**config.mk**
```make
export PLATFORM = sky130hd
export DESIGN_NAME = processador_tiro
export DESIGN_NICKNAME = d
export VERILOG_FILES = /design/src/rtl/processador_tiro_pkg.sv /design/src/rtl/processador_tiro_atualiza_celula.sv /design/src/rtl/processador_tiro.sv
export SDC_FILE = /design/constraint.sdc
export NUM_CORES = 1
export LEC_CHECK = 0
export CAP_MARGIN = 10
export CORE_MARGIN = 3
export CORE_UTILIZATION = 44
export CTS_BUF_LIST = sky130_fd_sc_hd__clkbuf_8
export CTS_CLUSTER_SIZE = 20
export DETAILED_ROUTE_END_ITERATION = 8
export GPL_TIMING_DRIVEN = 0
export PLACE_DENSITY = 0.78
export RECOVER_POWER = 25
export SLEW_MARGIN = 20
export SYNTH_ARGS = -nofsm -noshare
export SYNTH_HDL_FRONTEND = slang
export SYNTH_SLANG_ARGS = --single-unit
```
**constraint.sdc**
```tcl
create_clock -name clk -period 2.25 [get_ports clk]
set_clock_uncertainty 0.05 [all_clocks]
set_input_delay 0.5625 -clock clk [delete_from_list [all_inputs] [get_ports clk]]
set_output_delay 0.5625 -clock clk [all_outputs]
set_load 0.03 [all_outputs]
```
**src/rtl/processador_tiro_pkg.sv**
```systemverilog
// Shared definitions for the shot processor and the board memory:
// cell codes, FSM state encoding, board geometry and bus widths.
package processador_tiro_pkg;

    // Default board geometry (rows x 2-bit cells per row)
    localparam int ROWS_DEF       = 11;
    localparam int COLS_DEF       = 18;
    localparam int SHIP_CELLS_DEF = 17;

    // Bus widths shared with the board memory
    localparam int ROW_W  = 4;
    localparam int COL_W  = 5;
    localparam int DATA_W = 2 * COLS_DEF;
    localparam int CNT_W  = 8;

    // Cell encoding, cell c lives in bits [2c+1:2c] of a row
    typedef enum logic [1:0] {
        CELL_WATER = 2'b00,
        CELL_SHIP  = 2'b01,
        CELL_MISS  = 2'b10,
        CELL_HIT   = 2'b11
    } cell_t;

    // Shot processing FSM
    typedef enum logic [2:0] {
        ST_IDLE  = 3'd0,
        ST_READ  = 3'd1,
        ST_EVAL  = 3'd2,
        ST_WRITE = 3'd3,
        ST_RESP  = 3'd4
    } state_t;

    // A cell that has already been shot at (miss or hit marker)
    function automatic logic cell_is_marked(input logic [1:0] code);
        return code[1];
    endfunction

endpackage

```
**src/rtl/processador_tiro_atualiza_celula.sv**
```systemverilog
// Combinational row update: returns the input row with only cell col
// replaced by the given 2-bit code.
module processador_tiro_atualiza_celula
    import processador_tiro_pkg::*;
#(
    parameter int COLS = COLS_DEF
) (
    input  logic [2*COLS-1:0] row_in,
    input  logic [COL_W-1:0]  col,
    input  logic [1:0]        code,
    output logic [2*COLS-1:0] row_out
);

    // Pass every cell through except the addressed one
    always_comb begin
        row_out = row_in;
        for (int c = 0; c < COLS; c++) begin
            if (col == COL_W'(c)) begin
                row_out[2*c +: 2] = code;
            end
        end
    end

endmodule

```
**src/rtl/processador_tiro.sv**
```systemverilog
// Battleship shot processor: accepts a shot, reads the target row from the
// board memory, marks the cell, writes it back and reports hit/miss/repeat.
module processador_tiro
    import processador_tiro_pkg::*;
#(
    parameter int ROWS       = ROWS_DEF,
    parameter int COLS       = COLS_DEF,
    parameter int SHIP_CELLS = SHIP_CELLS_DEF
) (
    input  logic              clk,
    input  logic              rst,
    // Shot request: accepted on a rising edge where shot_valid && shot_ready.
    // shot_row/shot_col are latched on that edge; requests made while
    // shot_ready is low are dropped, never queued.
    input  logic              shot_valid,
    output logic              shot_ready,
    input  logic [ROW_W-1:0]  shot_row,
    input  logic [COL_W-1:0]  shot_col,
    // Board memory port (read data returns the cycle after mem_addr is sampled)
    output logic              mem_we,
    output logic [ROW_W-1:0]  mem_addr,
    output logic [DATA_W-1:0] mem_wdata,
    input  logic [DATA_W-1:0] mem_rdata,
    // Result, qualifiers are forced low outside the res_valid strobe
    output logic              res_valid,
    output logic              res_hit,
    output logic              res_repeat,
    output logic              res_invalid,
    output logic [CNT_W-1:0]  hit_count,
    output logic              game_over,
    // Current FSM state, for observation only
    output state_t            dbg_state
);

    localparam logic [ROW_W-1:0] ROWS_L = ROW_W'(ROWS);
    localparam logic [COL_W-1:0] COLS_L = COL_W'(COLS);
    localparam logic [CNT_W-1:0] SHIP_L = CNT_W'(SHIP_CELLS);

    state_t              state_q, state_d;
    logic [ROW_W-1:0]    row_q, row_d;
    logic [COL_W-1:0]    col_q, col_d;
    logic                hit_f_q, hit_f_d;
    logic                rep_f_q, rep_f_d;
    logic                inv_f_q, inv_f_d;
    logic [DATA_W-1:0]   wdata_q, wdata_d;
    logic [CNT_W-1:0]    hit_count_q, hit_count_d;
    logic                game_over_q, game_over_d;
    logic                shot_ready_q, shot_ready_d;
    logic                mem_we_q, mem_we_d;
    logic [ROW_W-1:0]    mem_addr_q, mem_addr_d;
    logic                res_valid_q, res_valid_d;
    logic                res_hit_q, res_hit_d;
    logic                res_repeat_q, res_repeat_d;
    logic                res_invalid_q, res_invalid_d;

    logic [1:0]          old_cell;
    logic [1:0]          new_cell;
    logic [DATA_W-1:0]   upd_row;
    logic                shot_bad;

    // Cell under the latched column in the row returned by the memory
    assign old_cell = mem_rdata[{col_q, 1'b0} +: 2];
    assign new_cell = (old_cell == CELL_SHIP) ? CELL_HIT : CELL_MISS;
    assign shot_bad = (shot_row >= ROWS_L) || (shot_col >= COLS_L);

    processador_tiro_atualiza_celula #(
        .COLS (COLS)
    ) u_atualiza_celula (
        .row_in  (mem_rdata),
        .col     (col_q),
        .code    (new_cell),
        .row_out (upd_row)
    );

    // Next-state, datapath and registered-output decode
    always_comb begin
        state_d     = state_q;
        row_d       = row_q;
        col_d       = col_q;
        hit_f_d     = hit_f_q;
        rep_f_d     = rep_f_q;
        inv_f_d     = inv_f_q;
        wdata_d     = wdata_q;
        hit_count_d = hit_count_q;
        game_over_d = game_over_q;

        case (state_q)
            ST_IDLE: begin
                if (shot_valid && shot_ready_q) begin
                    row_d   = shot_row;
                    col_d   = shot_col;
                    hit_f_d = 1'b0;
                    rep_f_d = 1'b0;
                    inv_f_d = shot_bad;
                    state_d = shot_bad ? ST_RESP : ST_READ;
                end
            end
            ST_READ: begin
                state_d = ST_EVAL;
            end
            ST_EVAL: begin
                // mem_rdata now holds the addressed row
                state_d = ST_WRITE;
                wdata_d = upd_row;
                if (cell_is_marked(old_cell)) begin
                    rep_f_d = 1'b1;
                end else if (old_cell == CELL_SHIP) begin
                    hit_f_d = 1'b1;
                    if (hit_count_q != {CNT_W{1'b1}}) begin
                        hit_count_d = hit_count_q + 1'b1;
                    end
                    if (hit_count_d == SHIP_L) begin
                        game_over_d = 1'b1;
                    end
                end
            end
            ST_WRITE: begin
                state_d = ST_RESP;
            end
            ST_RESP: begin
                state_d = ST_IDLE;
            end
            default: begin
                state_d = ST_IDLE;
            end
        endcase

        // Outputs are registered, so decode them from the next state
        shot_ready_d  = (state_d == ST_IDLE) && !game_over_d;
        mem_addr_d    = ((state_d == ST_READ) || (state_d == ST_EVAL) ||
                         (state_d == ST_WRITE)) ? row_d : '0;
        mem_we_d      = (state_d == ST_WRITE) && !rep_f_d;
        res_valid_d   = (state_d == ST_RESP);
        res_hit_d     = res_valid_d && hit_f_d;
        res_repeat_d  = res_valid_d && rep_f_d;
        res_invalid_d = res_valid_d && inv_f_d;
    end

    // State and output registers; reset drops mem_we at once, aborting a write
    always_ff @(posedge clk or posedge rst) begin
        if (rst) begin
            state_q       <= ST_IDLE;
            row_q         <= '0;
            col_q         <= '0;
            hit_f_q       <= 1'b0;
            rep_f_q       <= 1'b0;
            inv_f_q       <= 1'b0;
            wdata_q       <= '0;
            hit_count_q   <= '0;
            game_over_q   <= 1'b0;
            shot_ready_q  <= 1'b1;
            mem_we_q      <= 1'b0;
            mem_addr_q    <= '0;
            res_valid_q   <= 1'b0;
            res_hit_q     <= 1'b0;
            res_repeat_q  <= 1'b0;
            res_invalid_q <= 1'b0;
        end else begin
            state_q       <= state_d;
            row_q         <= row_d;
            col_q         <= col_d;
            hit_f_q       <= hit_f_d;
            rep_f_q       <= rep_f_d;
            inv_f_q       <= inv_f_d;
            wdata_q       <= wdata_d;
            hit_count_q   <= hit_count_d;
            game_over_q   <= game_over_d;
            shot_ready_q  <= shot_ready_d;
            mem_we_q      <= mem_we_d;
            mem_addr_q    <= mem_addr_d;
            res_valid_q   <= res_valid_d;
            res_hit_q     <= res_hit_d;
            res_repeat_q  <= res_repeat_d;
            res_invalid_q <= res_invalid_d;
        end
    end

    assign shot_ready  = shot_ready_q;
    assign mem_we      = mem_we_q;
    assign mem_addr    = mem_addr_q;
    assign mem_wdata   = wdata_q;
    assign res_valid   = res_valid_q;
    assign res_hit     = res_hit_q;
    assign res_repeat  = res_repeat_q;
    assign res_invalid = res_invalid_q;
    assign hit_count   = hit_count_q;
    assign game_over   = game_over_q;
    assign dbg_state   = state_q;

endmodule

```
; ---- Word-level counts from Yosys, hierarchy flattened
; Index checks and enable logic that the tools add are counted.
[op_classes]
addsub = 1
multipliers = 0
div_mod_pow = 0
magnitude_cmp = 2
n_eq_ne = 27
n_shift = 1
muxes = 42
bitwise_logic = 1
reduce_logical = 16
[op_table]
columns = op, count
row1 = == test 5 x 4 -> 1 bit (second input constant), 8
row2 = two-way mux 2 bit, 18
row3 = variable part select 36 x 7 -> 2 bit, 1
row4 = two-way mux 8 bit, 4
row5 = == test 5 x 3 -> 1 bit (second input constant), 4
row6 = == test 3 x 2 -> 1 bit (second input constant), 4
row7 = two-way mux 1 bit, 12
row8 = two-way mux 4 bit, 3
row9 = one-hot mux 3 bit (4 select lines), 1
row10 = == test 5 x 2 -> 1 bit (second input constant), 2
row11 = == test 5 bit (second input constant), 2
row12 = adder 8 x 1 -> 8 bit (second input constant), 1
row13 = == test 8 x 5 -> 1 bit (second input constant), 1
row14 = inequality test 8 bit (second input constant), 1
row15 = == test 3 x 1 -> 1 bit (second input constant), 2
row16 = logical AND 1 bit, 6
row17 = logical NOT 3 bit, 2
row18 = two-way mux 3 bit, 2
row19 = == test 5 x 1 -> 1 bit (second input constant), 1
row20 = greater-or-equal comparator 5 bit (second input constant), 1
row21 = logical NOT 5 bit, 1
row22 = greater-or-equal comparator 4 bit (second input constant), 1
row23 = one-hot mux 1 bit (2 select lines), 2
row24 = == test 3 bit (second input constant), 1
row25 = other kinds (6), 9
[word_totals]
reg_bits = 70
latch_bits = 0
mem_bits_rw = 0
mem_bits_ro = 0
inputBits = 48
elab_cells = 106
memories = 0

; ---- Depth between registers and ports, before layout
[logic_depth]
word_depth = 12
depth_mapped = 8

; ---- Modules after synthesis
; Synthesis repeated with hierarchy kept, for this count alone.
[unflattened]
cells_unflattened = 403
hier_area_um2 = 3807.4
[by_module_without_submodules]
columns = module, instances, cells_each, area_per_inst_um2, seq_area_each_um2
row1 = processador_tiro, 1, 339, 3233.1, 1752.9
row2 = processador_tiro_atualiza_celula, 1, 64, 574.3, 0.0

; ---- Least setup slack after synthesis
; OpenSTA, ideal clock, no wires.
[synth_path]
path_kind = input-to-reg
from = input mem_rdata[15]
to = register hit_count_q[3] (netlist: hit_count[3])
setup_time_ns = 0.128
arrival_time_ns = 2.098
required_time_ns = 2.072
setup_slack_ns = -0.025
stages = 5
path_buffers = 0
cell_sequence = mux4_2 > a22o_1 > or2_4 > nor4b_2 > mux2_1
[synth_between]
elab_chain_len = 3
word_cells_on_any_way = 4
cone_classes = 1 x eq/ne / 1 x shift / 1 x bitwise / 1 x reduce/logical
[synth_lines]
columns = element, line_no
row1 = from (decl), processador_tiro.sv:23  ; input logic [DATA_W-1:0] mem_rdata,
row2 = variable part select 36 x 7 -> 2 bit (*), processador_tiro.sv:62  ; assign old_cell = mem_rdata[{col_q, 1'b0} +: 2];
row3 = == test 2 x 1 -> 1 bit or NOT 1 bit (tied branches), --
row4 = AND reduction 3 bit (no line) (*), --
row5 = to (signal assigned), processador_tiro.sv:166  ; hit_count_q <= hit_count_d;
row6 = to (decl), processador_tiro.sv:46  ; logic [CNT_W-1:0] hit_count_q, hit_count_d;
; Every way passes the cells marked *; elsewhere a longest branch is shown, timed or not.
; A chain may end at the register's enable or synchronous reset.

; ---- Final worst setup path
[layout_path]
from = register col_q[0]
to = register hit_count_q[6] (netlist: hit_count[6])
[layout_between]
elab_chain_len = 3
word_cells_on_any_way = 4
cone_classes = 1 x eq/ne / 1 x shift / 1 x bitwise / 1 x reduce/logical
[layout_lines]
columns = element, line_no
row1 = from (decl), processador_tiro.sv:41  ; logic [COL_W-1:0] col_q, col_d;
row2 = from (signal assigned), processador_tiro.sv:161  ; col_q <= col_d;
row3 = variable part select 36 x 7 -> 2 bit (*), processador_tiro.sv:62
row4 = == test 2 x 1 -> 1 bit or NOT 1 bit (tied branches), --
row5 = AND reduction 3 bit (no line) (*), --
; Marks and branches as above.

==> results by group <==
Power
  – Net Sw Power: roughly 550 uW
  – Comb power frac: under 10%
  – Share of power burned in registers: roughly half
  – VDD IR max: around 0.38 mV
  – LEAKAGE: 0.00221 uW
  – Clock share of power: between 40 and 50%
  – Switching share of power: a little over a fifth
  – Pint: approximately 2000 uW
  – Cell area power density: between 400 and 500 nW/um^2

Synth
  – Post-synthesis xor/xnor area fraction: less than 1%
  – Synth Flop Type: dfrtp_1
  – Yosys warnings: 0
  – Yosys top cell by area: dfrtp_1
  – Syn_area_per_cell: 9.68 um^2
  – FF+latch count, synth: 70
  – Netlist Area Pre-Place: about 3600 um^2
  – Post-synth EDFFs: 0
  – Post-synth top area share: 48.2%
  – Compound-Gate Fraction of Synth Area: around an eighth
  – Syn Inst Count: 370
  – Async set-reset flop share out of synthesis: 100%
  – Synth Net Count: 419
  – Simple-gate share of the synthesized area: around a quarter
  – Adder-Cell Fraction of Synth Area: 0.349%
  – Mux share of post-synthesis cell area: 9.78%
  – Yosys cell types: 50
  – Sequential area share after synthesis: ~49%
  – Synth top area cells: dfrtp_1 48%, nand2_1 7.3%, a21oi_1 5.6%, nor2_1 5.2%, mux4_2 3.8%
  – Largest family of logic cells by synthesized area: simple AND/OR/NAND/NOR gates

Clock tree
  – Clk buf depth: 2
  – CTS tree: yes
  – Hold buffers post-CTS: 0
  – CTS Buf Count: 9
  – Clk root buf: clkbuf_8
  – CTS H-tree lvls: 3
  – Clock latency at the later pin of the worst-skew pair: approximately 340 ps
  – Reg clk slew, reported paths: 70 ps
  – CTS Sinks: 70

Setup path
  – Crit end category: flop
  – Crit path from: col_q[0]
  – Worst reg2reg path startpoint: col_q[0]
  – Worst EP arrival: ~2500 ps
  – Worst flop-to-flop path endpoint: hit_count[6]
  – Startpoint types: flop
  – Reg2reg setup slack: -100 ps
  – WP data required: 2420 ps
  – CP Class: flop to flop
  – CP max FO: 4
  – R2R depth: 6

Layout
  – Layout cell share with drive strength beyond 1: around a fifth
  – ANT cells: 0
  – Layout fillers: a little over 600
  – Synth-to-layout area growth: 47.2%
  – Nets: approximately 550
  – Layout Cells excl Fill: 609
  – Final instance area: 5270 um^2
  – Core Util, Final: 67.5%

STA
  – Final Hold Viols: 0
  – Final worst-path cycle share: 104%
  – FMAX: roughly 430 MHz
  – Max-slew headroom: 45.9%
  – Final WS setup: -96.2 ps
  – Min Tclk post-route: 2350 ps
  – WHS: roughly 420 ps
  – RSZ-0062 raised after global routing: true
  – Max Slew Vio Count: 0
  – Final setup viols: 13
  – Worst-margin pin slew: approximately 800 ps

Floorplan
  – Die area: 9260 um^2
  – Core ar.: 7810 um^2
  – I/O Pins: between 100 and 150
  – Core Rows: 32
  – Die H: just under 100 um
  – Initial core utilization: a little under half
  – Die W: between 90 and 100 um

Min path
  – Hold WC Path Type: flop to flop
  – Hold Crit Depth: 2
  – Worst Hold Launch: row_q[0]
  – Worst Hold Endpoint: row_q[0]

Placement
  – Dpl cell area: roughly 4800 um^2
  – GPL Wtd Cong: 0.831
  – HPWL after detailed placement: just over 7000 um
  – Dpl cells: 579
  – Buffers added on ports: around 110

Job
  – Max Cap Viol: 0

GRT
  – Vias in the first global route: roughly 3300
  – Initial antenna violation count: 0
  – Largest net degree at the start of global routing: 35
  – GRT Residual Overflow: 0
  – First-pass GRT wire length: 16200 um
  – GRT Util Overall: a little under a quarter

Detailed routing
  – DR pass1 iterations: 4
  – DRT iter0 DRCs: 222
  – ANT nets after route: 0
  – DRC violations left: 0
  – Routed wire per std cell: 16.9 um
  – Via count: roughly 3300
  – Routed wire length: about 10000 um
  – Routed vias/inst: around 5.5

Outcome
  – Status: finished, violations left
  – Failing checks: setup timing
flip-flops by register name, summed over array words and instances (netlist names):
name and cells:
hit_count 8, row_q 4, shot_ready 1, game_over 1
mem_wdata 36, res_hit 1, mem_addr 4, mem_we 1
res_repeat 1, dbg_state 3, res_invalid 1, res_valid 1
inv_f_q 1, hit_f_q 1, col_q 5, rep_f_q 1
layout make-up:
cell class / count / area (um^2) / share of cell area, %
plain buffers: 19 / 120 / 2.28
clock buffers: 10 / 138 / 2.61
clock inverters: 6 / 77.6 / 1.47
inverters: 6 / 23.8 / 0.451
multi-input cells: 274 / 1860 / 35.2
flip-flops and latches: 70 / 1760 / 33.3
well taps: 102 / 128 / 2.42
repair buffers: 122 / 1170 / 22.2
cell families (layout without fill, tap and decap cells):
logic type	after synthesis	in the layout
AND/OR/NAND/NOR	175	175
buffers and inverters	26	163
AO/OA/AOI/OAI	72	72
multiplexers	23	23
flip-flops	70	70
adder cells (fa/ha/maj)	1	1
XOR/XNOR	3	3
timing repair:
action / in CTS / in global routing
endpoints found under the setup margin: 28 / 49
pin swaps: 19 / 15
gates cloned: 1 / 0
gates resized for setup: 53 / 31
setup buffers: 11 / 3
stage by stage:
| step | total power (uW) | worst slack [ps] | setup TNS (ps) |
|---|---|---|---|
| 3_5_place_dp | 1460 | -646 | -16200 |
| 5_1_grt | 2610 | -139 | -1910 |
| 6_report | 2540 | -96.2 | -538 |
| 2_1_floorplan | 1340 | 19.8 | 0 |
| 4_1_cts | 2550 | -113 | -486 |
| 3_3_place_gp | 1450 | -614 | -15070 |
metal layers:
metal	share of wire [%]	up-vias	global-route usage (%)
met4	1.6	0	7.35
met1	41	1638	30.2
met5	0	-	0
met2	49	141	36.8
met3	8.1	17	5.94
li1	-	1543	-
worst max-delay path by stage:
stage	cells after the start	slack, ps	end
3_3_place_gp	6	-610	hit_count[1]
5_1_grt	8	-140	mem_wdata[22]
3_5_place_dp	6	-650	hit_count[1]
6_report	6	-100	hit_count[6]
4_1_cts	6	-110	hit_count[6]
2_1_floorplan	5	20	hit_count[1]
power groups by stage:
stage / Combinational (uW) / Clock, uW / Sequential, uW
after global routing: 179 / 1180 / 1260
after detailed placement: 176 / 0 / 1280
after CTS: 173 / 1120 / 1260
final: 166 / 1110 / 1260
after floorplan: 55.8 / 0 / 1280
after global placement: 167 / 0 / 1280
worst max-delay path, stage by stage (launching register included):
cell and delay (ps):
dfrtp_2 430, mux4_2 520, a22o_1 260, or2_4 260
buf_6 140, nor4b_4 250, mux2_4 330
cell usage in the layout (no fill, tap or decap), drive strengths merged, types with 2 or more instances in the layout:
| master | netlist | final |
|---|---|---|
| xnor2 | 3 | 3 |
| bufinv | 0 | 2 |
| clkdlybuf4s15 | 0 | 4 |
| nor4b | 3 | 3 |
| buf | 8 | 22 |
| dlygate4sd2 | 0 | 20 |
| clkdlybuf4s50 | 0 | 80 |
| and2 | 3 | 3 |
| o21ai | 14 | 14 |
| a22o | 2 | 2 |
| and3 | 2 | 2 |
| mux4 | 8 | 8 |
| nor3 | 5 | 5 |
| nand4 | 3 | 3 |
| o31ai | 5 | 5 |
| o21a | 4 | 4 |
| nand2 | 70 | 70 |
| mux2 | 7 | 7 |
| or2 | 3 | 3 |
| nor3b | 4 | 4 |
| clkinv | 0 | 2 |
| clkbuf | 12 | 24 |
| dfrtp | 69 | 69 |
| nor2b | 6 | 6 |
| nor4 | 2 | 2 |
| nand3 | 7 | 7 |
| inv | 6 | 7 |
| a21oi | 40 | 40 |
| nor2 | 50 | 50 |
| a31oi | 2 | 2 |
| or3 | 9 | 9 |
| mux2i | 8 | 8 |
| nand2b | 5 | 5 |
synthesized netlist by cell type, types with 4 or more instances:
library cell,number
nor2b_1,6
mux4_2,6
a21oi_1,40
nand3_1,6
o21ai_0,13
mux2i_1,8
o21a_1,4
nand2b_1,4
inv_1,5
buf_2,4
nor3_1,5
o31ai_1,4
mux2_1,4
or3_1,9
buf_6,4
nor2_1,50
clkbuf_1,12
nand2_1,70
dfrtp_1,69
No activity file was read; power rests on OpenSTA's default activity.
